File: config.mk
export PLATFORM = sky130hd
export DESIGN_NAME = serial_deser
export DESIGN_NICKNAME = d
export VERILOG_FILES = /design/src/rtl/serial_deser.sv
export SDC_FILE = /design/constraint.sdc
export NUM_CORES = 1
export LEC_CHECK = 0
export CORE_ASPECT_RATIO = 1.1
export CORE_MARGIN = 4
export CORE_UTILIZATION = 35
export CTS_CLUSTER_DIAMETER = 100
export DETAILED_ROUTE_END_ITERATION = 10
export HOLD_SLACK_MARGIN = 0.1
export PLACE_DENSITY_LB_ADDON = 0.05
export SYNTH_ARGS = -nofsm -noshare
export SYNTH_HDL_FRONTEND = slang
export SYNTH_SLANG_ARGS = --single-unit
export TNS_END_PERCENT = 50
File: constraint.sdc
create_clock -name clk -period 1.65 [get_ports clk]
set_input_delay 0.2475 -clock clk [delete_from_list [all_inputs] [get_ports clk]]
set_output_delay 0.2475 -clock clk [all_outputs]
set_load 0.02 [all_outputs]
File: src/rtl/serial_deser.sv
// Serial-to-parallel deserializer: hunts for a sliding sync pattern, then assembles
// FRAME_WORDS MSB-first words per frame into a small output FIFO.
//
// state    | meaning
// ---------+-----------------------------------------------------------
// HUNT     | shifting consumed bits through sr looking for SYNC_WORD
// ASSEMBLE | collecting FRAME_WORDS data words of the locked frame
module serial_deser #(
    parameter int               WIDTH       = 8,
    parameter logic [WIDTH-1:0] SYNC_WORD   = 8'hA5,
    parameter int               FRAME_WORDS = 4,
    parameter int               FIFO_DEPTH  = 2
) (
    input  logic             clk,
    input  logic             reset,
    input  logic             din,
    input  logic             din_valid,
    output logic [WIDTH-1:0] dout,
    output logic             dout_valid,
    input  logic             dout_ready,
    output logic             frame_start,
    output logic             locked,
    output logic             overflow
);

    localparam int BW = $clog2(WIDTH);
    localparam int WW = (FRAME_WORDS > 1) ? $clog2(FRAME_WORDS) : 1;
    localparam int PW = (FIFO_DEPTH > 1) ? $clog2(FIFO_DEPTH) : 1;
    localparam int CW = $clog2(FIFO_DEPTH + 1);

    localparam logic [BW-1:0] BIT_LAST  = BW'(WIDTH - 1);
    localparam logic [WW-1:0] WORD_LAST = WW'(FRAME_WORDS - 1);
    localparam logic [PW-1:0] PTR_LAST  = PW'(FIFO_DEPTH - 1);
    localparam logic [CW-1:0] CNT_FULL  = CW'(FIFO_DEPTH);

    typedef enum logic {HUNT, ASSEMBLE} state_t;

    state_t           state;
    logic [WIDTH-1:0] sr;
    logic [WIDTH-1:0] word_sr;
    logic [BW-1:0]    bit_cnt;
    logic [WW-1:0]    word_cnt;

    logic [WIDTH:0]   mem [0:FIFO_DEPTH-1];
    logic [PW-1:0]    wr_ptr;
    logic [PW-1:0]    rd_ptr;
    logic [CW-1:0]    count;

    logic             din_bit;
    logic [WIDTH-1:0] sr_next;
    logic [WIDTH-1:0] word_next;
    logic             push;
    logic             pop;
    logic             full;
    logic             do_write;

    // An unknown serial bit must resolve to 0, so only an explicit 1 is taken as 1.
    always_comb begin
        din_bit = 1'b0;
        if (din)
            din_bit = 1'b1;
    end

    always_comb begin
        sr_next   = {sr[WIDTH-2:0], din_bit};
        word_next = {word_sr[WIDTH-2:0], din_bit};
        push      = (state == ASSEMBLE) && din_valid && (bit_cnt == BIT_LAST);
        pop       = (count != '0) && dout_ready;
        full      = (count == CNT_FULL);
        do_write  = push && (!full || pop);
    end

    always_ff @(posedge clk) begin
        if (reset) begin
            state    <= HUNT;
            sr       <= '0;
            word_sr  <= '0;
            bit_cnt  <= '0;
            word_cnt <= '0;
            wr_ptr   <= '0;
            rd_ptr   <= '0;
            count    <= '0;
            overflow <= 1'b0;
            for (int i = 0; i < FIFO_DEPTH; i++)
                mem[i] <= '0;
        end else begin
            if (din_valid) begin
                if (state == HUNT) begin
                    sr <= sr_next;
                    if (sr_next == SYNC_WORD) begin
                        state    <= ASSEMBLE;
                        bit_cnt  <= '0;
                        word_cnt <= '0;
                    end
                end else begin
                    word_sr <= word_next;
                    if (bit_cnt == BIT_LAST) begin
                        bit_cnt <= '0;
                        if (word_cnt == WORD_LAST) begin
                            state    <= HUNT;
                            sr       <= '0;
                            word_cnt <= '0;
                        end else begin
                            word_cnt <= word_cnt + 1'b1;
                        end
                    end else begin
                        bit_cnt <= bit_cnt + 1'b1;
                    end
                end
            end

            // A full FIFO still accepts the word if the head leaves on the same edge.
            if (do_write) begin
                mem[wr_ptr] <= {(word_cnt == '0), word_next};
                wr_ptr      <= (wr_ptr == PTR_LAST) ? '0 : wr_ptr + 1'b1;
            end
            if (pop)
                rd_ptr <= (rd_ptr == PTR_LAST) ? '0 : rd_ptr + 1'b1;

            if (do_write && !pop)
                count <= count + 1'b1;
            else if (!do_write && pop)
                count <= count - 1'b1;

            if (push && full && !pop)
                overflow <= 1'b1;
        end
    end

    assign dout        = mem[rd_ptr][WIDTH-1:0];
    assign frame_start = mem[rd_ptr][WIDTH];
    assign dout_valid  = (count != '0);
    assign locked      = (state == ASSEMBLE);

endmodule

# Word level (Yosys, flattened, before mapping)
# Memory sizes are Yosys's and may differ from the RTL's. A register that Yosys moved wholly into a read port is not among the register bits.
# Cells that the tools add are included.
[totals]
output_inout_bits = 12
ff_bits = 25
elab_cells = 72
mem_count = 1
in_bits = 5
ram_bits = 18
[memory_table]
columns = ["memory", "words", "width", "rd", "rd_clocked_by_memory_dff", "write_ports", "line", "text"]
rows = [
  ["mem", 2, 9, 1, 1, 2, "44", "logic [WIDTH:0] mem [0:FIFO_DEPTH-1];"],
]
[classes]
reduce_logical = 21
addsub = 6
mux = 29
eq_ne = 6
[op_table]
columns = ["operator", "count"]
rows = [
  ["$mux W7", 3],
  ["$mux W1", 16],
  ["$mux W2", 6],
  ["$mux W3", 3],
  ["$mux W9", 1],
  ["$reduce_or A9 Y1", 1],
  ["$eq A8 B8 Y1 const B", 1],
  ["$logic_and A1 B1 Y1", 8],
  ["$reduce_and A3 Y1", 2],
  ["$reduce_bool A2 Y1", 3],
  ["$add A2 B1 Y2 const B", 2],
  ["$eq A2 B2 Y1 const B", 2],
  ["$ne A2 B1 Y1 const B", 2],
  ["$reduce_and A2 Y1", 2],
  ["$add A3 B1 Y3 const B", 1],
  ["$eq A3 B3 Y1 const B", 1],
  ["$logic_not A1 Y1", 3],
  ["$add A1 B1 Y1 const B", 2],
  ["$logic_not A2 Y1", 1],
  ["$sub A2 B1 Y2 const B", 1],
  ["$logic_or A1 B1 Y1", 1],
]

# Depth between registers and ports, before layout
# Gate-level depths: netlist of the first run.
[logic_depth]
word_depth = 9
ltp_mapped = 8
ltp_nobuf = 8

# Least setup slack after synthesis of the first run
# No wires, ideal clock.
[synth_timing]
kind = "reg2reg"
start = "register bit_cnt[0]"
end = "register count[1]"
t_required_ns = 1.579
stages_incl_launch_ff = 8
path_buffers = 0
period_less_slack_ns = 1.824
t_arrival_ns = 1.754
slack_ns = -0.174
setup_ns = 0.071
path_cell_list = "dfxtp_1 -> ha_1 -> ha_1 -> nand3_2 -> nor2_1 -> ha_1 -> or3_1 -> a21oi_1"
[synth_between]
elab_chain_len = 6
elab_cells_between_ends = 8
cone_classes = "1 x eq/ne; 1 x mux; 6 x reduce/logical"
[synth_rtl]
columns = ["item", "line", "text"]
rows = [
  ["start, declared", "41", "logic [BW-1:0] bit_cnt;"],
  ["start signal, assigned", "107", "bit_cnt <= bit_cnt + 1'b1;"],
  ["$eq A3 B3 Y1 *", "67", "push = (state == ASSEMBLE) && din_valid && (bit_cnt == BIT_LAST);"],
  ["$logic_and A1 B1 Y1 *", "67", ""],
  ["$logic_and A1 B1 Y1 *", "70", "do_write = push && (!full || pop);"],
  ["via do_write", "55", "logic do_write;"],
  ["$logic_not A1 Y1", "122", "else if (!do_write && pop)"],
  ["$logic_and A1 B1 Y1", "122", ""],
  ["$reduce_bool A2 Y1 (no source line)", "--", ""],
  ["end signal, assigned", "121", "count <= count + 1'b1;"],
  ["end signal, assigned", "123", "count <= count - 1'b1;"],
  ["end, declared", "47", "logic [CW-1:0] count;"],
]
# The timed path passes the listed nets; every way through them passes the cells marked *.
# A chain may end at the register's enable or synchronous reset.

# Worst setup path after layout of the first run
# Same ends and word-level chain as after synthesis.

==> impl_metrics.json, run 1 <==
{
  "cts.clk_slew.worst_paths_ns": 0.08,
  "vdd_drop_max_uv": 314,
  "overflow": 0,
  "synthCells": 181,
  "io_buffers": 16,
  "met1_usage_pct": 14.2,
  "syn_area_per_cell_um2": 10.6,
  "place_inst": 286,
  "root_buffer": "clkbuf_8",
  "path_class": "reg2reg",
  "yosysSeqAreaShare_pct": 55.2,
  "min_from": "word_sr[6]",
  "ctsHoldBuffers": 0,
  "final_util_pct": 47.7,
  "crit_path_end_kind": "flip-flop",
  "final_common_cell": "nand2_1",
  "comb_power_share_pct": 6.7,
  "io_pins": 17,
  "die_h_um": 85.7,
  "first_iter_violations": 69,
  "fin_setup_tns_ns": -0.0200,
  "hpwl_um": 2700,
  "core_mm2": 0.00536,
  "syn_area_mm2": 0.00192,
  "insertion_delay_ns": 0.29,
  "use_met2_pct": 21.9,
  "post-route-period-util_pct": 101,
  "clock_sinks": 44,
  "worstHoldPathCells": 2,
  "antenna_found_initial": 0,
  "crit_path_start_kind": "flip-flop",
  "dpl_worst_slack_ns": -0.359,
  "netSwitchingFraction_pct": 21.5,
  "wl_per_cell_um": 12.8,
  "clock_skew_ns": 0.00677,
  "start_util_pct": 35.9,
  "finalSetupViolCount": 1,
  "slew_viol_final": 0,
  "timing.max_cap.violations": 0,
  "dieArea_mm2": 0.00675,
  "vias": 1409,
  "via_per_inst": 4.74,
  "power_frac_seq_pct": 54.9,
  "grt_use_met3_pct": 2.21,
  "top_usage_layer": "met2",
  "reg2reg_depth": 8,
  "cellLeakagePower_nw": 0.923,
  "synth.distinct_cells": 34,
  "tritoncts": "done",
  "grt_pass1_wl_um": 6550,
  "final_layout_size_suffix_gt1_share_pct": 28.4,
  "synth_ff_type": "dfxtp_1",
  "hold_class": "reg2reg",
  "fin_ws_ns": -0.0200,
  "clock.fmax_mhz": 599,
  "rows": 28,
  "globalRouteTotalUtil_pct": 12.4,
  "synth_nets": 191,
  "p_switching_mw": 0.454,
  "grt_max_degree": 19,
  "async_flop_share_pct": 0,
  "grt_pass1_vias": 1455,
  "wl_um": 3800,
  "tightest_slew_ns": 0.400,
  "hold_viol": 0,
  "ys_ff_latch": 44,
  "critical_path.startpoint": "bit_cnt[0]",
  "yosysWarnings": 0,
  "violations": "setup timing",
  "cts.path.max_buffers": 2,
  "fin_nets": 231,
  "power-per-cell-area_mw_per_mm2": 829,
  "htreeDepth": 2,
  "r2r_start": "bit_cnt[0]",
  "first_pass_iters": 4,
  "drc": 0,
  "finalWeightedCongestion": 0.705,
  "critPathRequiredTime_ns": 1.88,
  "final_cell_mix": "nand2_1, dfxtp_1, buf_4",
  "p_clk_share_pct": 38.4,
  "synth_enable_flop_cells": 18,
  "rsz0062_at_grt": "true",
  "crit_arrival_ns": 1.90,
  "syn_to_final_growth_pct": 32.9,
  "ant_nets": 0,
  "p_int_mw": 1.66,
  "die_w_um": 78.7,
  "slew_headroom_pct": 73.1,
  "outcome": "complete, but fails checks",
  "antenna_cells": 0,
  "cts_buffers": 5,
  "final_cell_count_no_fill": 297,
  "fin_crit_ns": 1.67,
  "cp_max_fo": 4
}
-- power by group through the flow --
stage               combinational (mW)  sequential, mW  clock (mW)
global placement                 0.140            1.19           0
floorplan                       0.0678            1.19           0
finish                           0.141            1.16       0.814
global route                     0.156            1.17       0.878
CTS                              0.142            1.16       0.839
detailed placement               0.143            1.19           0
-- repair_timing --
item / in CTS / in global routing
setup buffers: 3 / 0
setup endpoints to repair: 30 / 46
pin swaps: 1 / 5
resized for setup: 31 / 8
-- final timing paths --
check          endpoint  slack [ns]
max            count[1]       -0.02
max reg2reg    count[1]       -0.02
min reg2reg  word_sr[6]        0.47
min          word_sr[6]        0.47
-- through the flow --
step | total power, mW | hold slack (ns) | area [um2]
4_1_cts | 2.14 | 0.459 | 2520
5_1_grt | 2.20 | 0.497 | 2550
6_report | 2.12 | 0.465 | 2550
2_1_floorplan | 1.26 | 0.383 | 1950
3_3_place_gp | 1.33 | 0.443 | 2360
3_5_place_dp | 1.33 | 0.446 | 2360
-- critical path, cell delays in order (launching register included) --
cell	delay, ns
dfxtp_4	0.36
ha_4	0.16
ha_4	0.16
nand3_4	0.10
nor2_4	0.05
ha_4	0.16
xor2_1	0.14
or3_1	0.32
a21oi_1	0.14
-- cells by family (layout without fill, tap and decap cells) --
kind of cell	count (synthesis)	count (layout)	share of synthesized area (%)
and+or+nand+nor	67	67	19.8
DFF	44	44	55.2
AOI/OAI and AO/OA	40	40	12.5
buffers and inverters	13	54	2.67
muxes	9	9	5.27
adders and majority gates	5	5	3.25
xor gates and xnor gates	3	3	1.37
-- final cells by class --
type | count | area [um2]
fillers | 507 | 2810
repair buffers | 40 | 374
flip-flops and latches | 44 | 1070
well taps | 75 | 93.8
clock buffers | 5 | 68.8
inverters | 6 | 22.5
clock inverters | 3 | 42.5
multi-input cells | 124 | 886
-- routing by layer --
layer  vias to the layer above  wire length [um]
li1                        712                 -
met2                        29              1960
met1                       658              1610
met5                         -                 0
met4                         0                94
met3                        10               138
-- cell usage after synthesis, types with 3 or more instances --
master    instances  area (um2)
nand2_1          27         101
edfxtp_1         18         541
ha_1              5        62.6
xor2_1            3        26.3
dfxtp_1          26         521
a311oi_1          4        35.0
o21ai_0          10        50.1
clkbuf_1          3        11.3
nor2_1            7        26.3
inv_1             6        22.5
and2_1           19         119
a21oi_1          19        95.1
mux2_2            9         101
-- sequential cells by signal, summed over array words and instances (netlist names), named ones only --
| name | flops |
|---|---|
| rd_ptr | 1 |
| locked | 1 |
| wr_ptr | 1 |
| overflow | 1 |
| sr | 7 |
| word_cnt | 2 |
| bit_cnt | 3 |
| word_sr | 7 |
| mem | 18 |
| count | 2 |
No activity file was read; power rests on OpenSTA's default activity.
==> inputs of run 2 (changes only) <==
- MAX_ROUTING_LAYER: not set -> met4
==> run 2 against run 1 <==
  * The run still ends with setup timing left
  * Critical path depth is the same
  * Worst setup slack lost 0.0011 ns
  * Via count shrank 0.21%
  * Sequential share of layout area is the same
  * First-iteration DRC count grew 12%
  * Combinational power is essentially flat
  * Highest routed layer unchanged
==> impl_metrics.json, run 2 (synthesized netlist as in run 1, its figures left out) <==
{
  "hold_class": "reg2reg",
  "tightest_slew_ns": 0.400,
  "hpwl_um": 2700,
  "die_h_um": 85.7,
  "reg.largest.list": "mem x18, sr x7, word_sr x7",
  "final_common_cell": "nand2_1",
  "timing.max_cap.violations": 0,
  "power-per-cell-area_mw_per_mm2": 828,
  "cts.path.max_buffers": 2,
  "syn_to_final_growth_pct": 32.9,
  "max_flop_register": "mem",
  "ant_nets": 0,
  "crit_path_start_kind": "flip-flop",
  "finalWeightedCongestion": 0.713,
  "first_iter_violations": 77,
  "vdd_drop_max_uv": 314,
  "post-route-period-util_pct": 101,
  "globalRouteTotalUtil_pct": 12.8,
  "die_w_um": 78.7,
  "io_pins": 17,
  "fin_setup_tns_ns": -0.0211,
  "path_class": "reg2reg",
  "ctsHoldBuffers": 0,
  "fillers": 507,
  "outcome": "complete, but fails checks",
  "grt_pass1_wl_um": 6540,
  "final_cell_mix": "nand2_1, dfxtp_1, buf_4",
  "dieArea_mm2": 0.00675,
  "insertion_delay_ns": 0.29,
  "crit_slowest_cell": "dfxtp_4",
  "final_util_pct": 47.7,
  "finalSetupViolCount": 1,
  "clock_sinks": 44,
  "cts.clk_slew.worst_paths_ns": 0.08,
  "holdWs_ns": 0.465,
  "wl_per_cell_um": 12.8,
  "crit_arrival_ns": 1.90,
  "slowest_delay_ns": 0.36,
  "rows": 28,
  "rsz0062_at_grt": "true",
  "via_per_inst": 4.73,
  "vias": 1406,
  "clock_skew_ns": 0.00698,
  "final_layout_size_suffix_gt1_share_pct": 28.4,
  "htreeDepth": 2,
  "overflow": 0,
  "cellLeakagePower_nw": 0.923,
  "slew_viol_final": 0,
  "antenna_found_initial": 0,
  "dpl_worst_slack_ns": -0.359,
  "antenna_cells": 0,
  "first_pass_iters": 4,
  "core_mm2": 0.00536,
  "grt_pass1_vias": 1451,
  "cts_buffers": 5,
  "io_buffers": 16,
  "start_util_pct": 35.9,
  "largest_register_ffs": 18,
  "path_cells": "ha_4 -> ha_4 -> nand3_4 -> nor2_4 -> ha_4 -> xor2_1 -> or3_1 -> a21oi_1",
  "drc": 0,
  "root_buffer": "clkbuf_8",
  "clock.fmax_mhz": 598,
  "fin_ws_ns": -0.0211,
  "cp_common_cell": "ha_4",
  "tritoncts": "done",
  "critPathRequiredTime_ns": 1.87,
  "fin_nets": 231,
  "crit_path_end_kind": "flip-flop",
  "cp_max_fo": 4,
  "hold_viol": 0,
  "grt_max_degree": 19,
  "wl_um": 3800,
  "slew_headroom_pct": 73.1,
  "violations": "setup timing",
  "fin_crit_ns": 1.67
}
[run 2: critical path: cells and delay by family, from the launching register on]
kind                       cells  cell delay (ns)
and+or+nand+nor                3             0.47
adders and majority gates      3             0.48
DFF                            1             0.36
xor gates and xnor gates       1             0.14
AOI/OAI and AO/OA              1             0.14
[run 2: power breakdown]
part,switching [mW],internal [mW]
logic,0.0785,0.0621
clock network,0.365,0.448
registers,0.0102,1.15
total,0.454,1.66
[run 2: area by class of cell]
type	count	area, um2	area share [%]
repair buffers	40	374	14.6
clock inverters	3	42.5	1.67
inverters	6	22.5	0.881
well taps	75	93.8	3.67
flip-flops and latches	44	1070	41.8
multi-input cells	124	886	34.7
clock buffers	5	68.8	2.69
[run 2: metrics by stage]
| stage | instances | power [mW] | cell area, um2 |
|---|---|---|---|
| 6_report | 297 | 2.12 | 2550 |
| 5_1_grt | 297 | 2.20 | 2550 |
| 4_1_cts | 297 | 2.14 | 2520 |
| 3_5_place_dp | 286 | 1.33 | 2360 |
| 3_3_place_gp | 286 | 1.33 | 2360 |
| 2_1_floorplan | 181 | 1.26 | 1950 |
[run 2: repair_timing]
| item | in CTS | in global routing |
|---|---|---|
| pin swaps | 1 | 5 |
| endpoints found under the setup margin | 30 | 46 |
| buffers inserted | 3 | 0 |
| resized for setup | 31 | 8 |
| gates cloned | 0 | 0 |
[run 2: layer usage]
metal	vias to the layer above	global-route usage, %	part of all wire [%]	wire length [um]
met5	-	-	0	0
met4	0	6.68	2.5	94
met3	10	2.21	3.6	135
met2	30	21.9	52	1960
met1	654	14.2	42	1610
li1	712	-	-	-
[run 2: path summary, 6_finish.rpt]
check / start / to / slack [ns] / depth (start not counted)
setup / recovery: bit_cnt[0] / count[1] / -0.02 / 8
hold reg to reg: word_sr[6] / word_sr[6] / 0.47 / 2
hold / removal: word_sr[6] / word_sr[6] / 0.47 / 2
setup reg to reg: bit_cnt[0] / count[1] / -0.02 / 8
==> inputs of run 3 (changes only) <==
- CORE_MARGIN: 4 -> 2
- clock period: 1.65 -> 1.8 ns (I/O delays scaled with it)
==> run 3 against run 2 <==
  * The flow now finishes without violations
  * First-iteration DRC count is 10% lower
  * Critical path depth is 6 lower
  * Final cell count is 1.3% lower
  * Combinational power is 13% lower
  * Clock power is 4.8% lower
  * Sequential share of layout area is 1.0 points higher
  * Highest routed layer unchanged
==> impl_metrics.json, run 3 (synthesized netlist as in run 1, its figures left out) <==
{
  "root_buffer": "clkbuf_8",
  "hold_viol": 0,
  "hold_class": "reg2reg",
  "hpwl_um": 2660,
  "via_per_inst": 4.79,
  "start_util_pct": 36.1,
  "dpl_worst_slack_ns": -0.127,
  "drc": 0,
  "netSwitchingFraction_pct": 22.2,
  "insertion_delay_ns": 0.30,
  "finalSetupViolCount": 0,
  "cts.clk_slew.worst_paths_ns": 0.08,
  "path_class": "reg2out",
  "fillers": 531,
  "holdWs_ns": 0.464,
  "reg.largest.list": "mem x18, sr x7, word_sr x7",
  "r2r_end": "count[1]",
  "hold-path-endpoint": "bit_cnt[0]",
  "vdd_drop_max_uv": 516,
  "fin_nets": 227,
  "globalRouteTotalUtil_pct": 14.2,
  "grt_max_degree": 16,
  "max_flop_register": "mem",
  "largest_register_ffs": 18,
  "tritoncts": "done",
  "post-route-period-util_pct": 95.4,
  "crit_family": "buffers and inverters",
  "p_switching_mw": 0.435,
  "antenna_found_initial": 0,
  "comb_power_share_pct": 6.2,
  "cellLeakagePower_nw": 0.928,
  "p_int_mw": 1.53,
  "grt_pass1_vias": 1410,
  "min_from": "bit_cnt[0]",
  "r2r_slack_ns": 0.09,
  "overflow": 0,
  "clock.fmax_mhz": 582,
  "critical_path.startpoint": "locked",
  "syn_to_final_growth_pct": 29.0,
  "wl_um": 3680,
  "reg2reg_depth": 7,
  "finalWeightedCongestion": 0.739,
  "slew_headroom_pct": 71.7,
  "cts_buffers": 5,
  "first_pass_iters": 4,
  "dieArea_mm2": 0.00610,
  "cts_setup_buffers": 0,
  "r2r_start": "bit_cnt[0]",
  "io_buffers": 16,
  "fin_ws_ns": 0.0826,
  "worstHoldPathCells": 1,
  "crit_path_end_kind": "output pin",
  "final_cell_mix": "nand2_1, dfxtp_1, and2_1, a21oi_1",
  "cp_max_fo": 9,
  "timing.max_cap.violations": 0,
  "clock_skew_ns": 0.00564,
  "grt_pass1_wl_um": 6300,
  "rsz0062_at_grt": "false",
  "antenna_cells": 0,
  "power_frac_seq_pct": 54.3,
  "first_iter_violations": 69,
  "crit_path_start_kind": "flip-flop",
  "power_mw": 1.96,
  "ant_nets": 0,
  "path_cells": "buf_4 -> clkdlybuf4s50_1",
  "vias": 1404,
  "slew_viol_final": 0,
  "outcome": "finished clean",
  "io_pins": 17,
  "dpl-instance-area_mm2": 0.00233,
  "htreeDepth": 2,
  "crit_slowest_cell": "clkdlybuf4s50_1",
  "final_common_cell": "nand2_1",
  "final_layout_size_suffix_gt1_share_pct": 22.0,
  "die_h_um": 81.7,
  "critPathBufInv": 2,
  "power-per-cell-area_mw_per_mm2": 791,
  "cts.path.max_buffers": 2,
  "clock_sinks": 44,
  "crit_arrival_ns": 1.45,
  "die_w_um": 74.7,
  "fin_crit_ns": 1.72,
  "p_clk_share_pct": 39.5,
  "ctsHoldBuffers": 0,
  "fin_setup_tns_ns": 0,
  "tightest_slew_ns": 0.420,
  "slowest_delay_ns": 0.61,
  "rows": 28,
  "critPathRequiredTime_ns": 1.53,
  "wl_per_cell_um": 12.6,
  "fin_area_mm2": 0.00248,
  "core_mm2": 0.00533
}
[run 3: cell types whose count changed in the layout (fill, tap and decap cells not counted), sizes merged]
cell	change
dlymetal6s2s	+1
buf	-4
dlygate4sd2	+7
inv	+1
clkdlybuf4s15	-9
clkinv	-2
clkinvlp	+1
clkdlybuf4s50	+1
[run 3: area by class of cell]
class | count | area (um2) | area share, %
clock buffer | 5 | 68.8 | 2.77
clock inverter | 3 | 46.3 | 1.87
inverter | 6 | 22.5 | 0.908
multi-input combinational | 124 | 861 | 34.7
sequential | 44 | 1060 | 42.8
tap | 75 | 93.8 | 3.78
timing repair buffer | 36 | 327 | 13.2
[run 3: worst max path at each step]
stage                     cells after the start  slack [ns]          to
final                                         2        0.08      locked
after global routing                          7       0.001    count[1]
after CTS                                     2        0.01  dout_valid
after detailed placement                      6       -0.13    count[1]
after global placement                        6       -0.09   mem[0][2]
after floorplan                               7        0.02    count[1]
[run 3: metrics by stage]
stage               std cells  utilization [%]
floorplan                 181                -
global placement          285             43.8
detailed placement        285             43.8
CTS                       293             46.0
global route              293             46.6
finish                    293             46.6
[run 3: repair_timing]
action,4_1_cts,5_1_grt
endpoints found under the setup margin,28,11
gates resized for setup,12,5
endpoints found under the hold margin,0,0
[run 3: layer usage]
metal | part of all wire [%] | GRT usage (%) | vias to the layer above
met4 | 1.8 | 5.89 | 0
li1 | - | - | 706
met2 | 51 | 24.2 | 24
met5 | 0 | - | -
met3 | 3.1 | 3.44 | 5
met1 | 44 | 15.7 | 669
[run 3: power by group through the flow]
| stage | Sequential [mW] | Combinational (mW) | Clock [mW] |
|---|---|---|---|
| detailed placement | 1.09 | 0.129 | 0 |
| CTS | 1.07 | 0.124 | 0.800 |
| floorplan | 1.09 | 0.0617 | 0 |
| global route | 1.07 | 0.134 | 0.833 |
| global placement | 1.09 | 0.125 | 0 |
| finish | 1.07 | 0.123 | 0.775 |
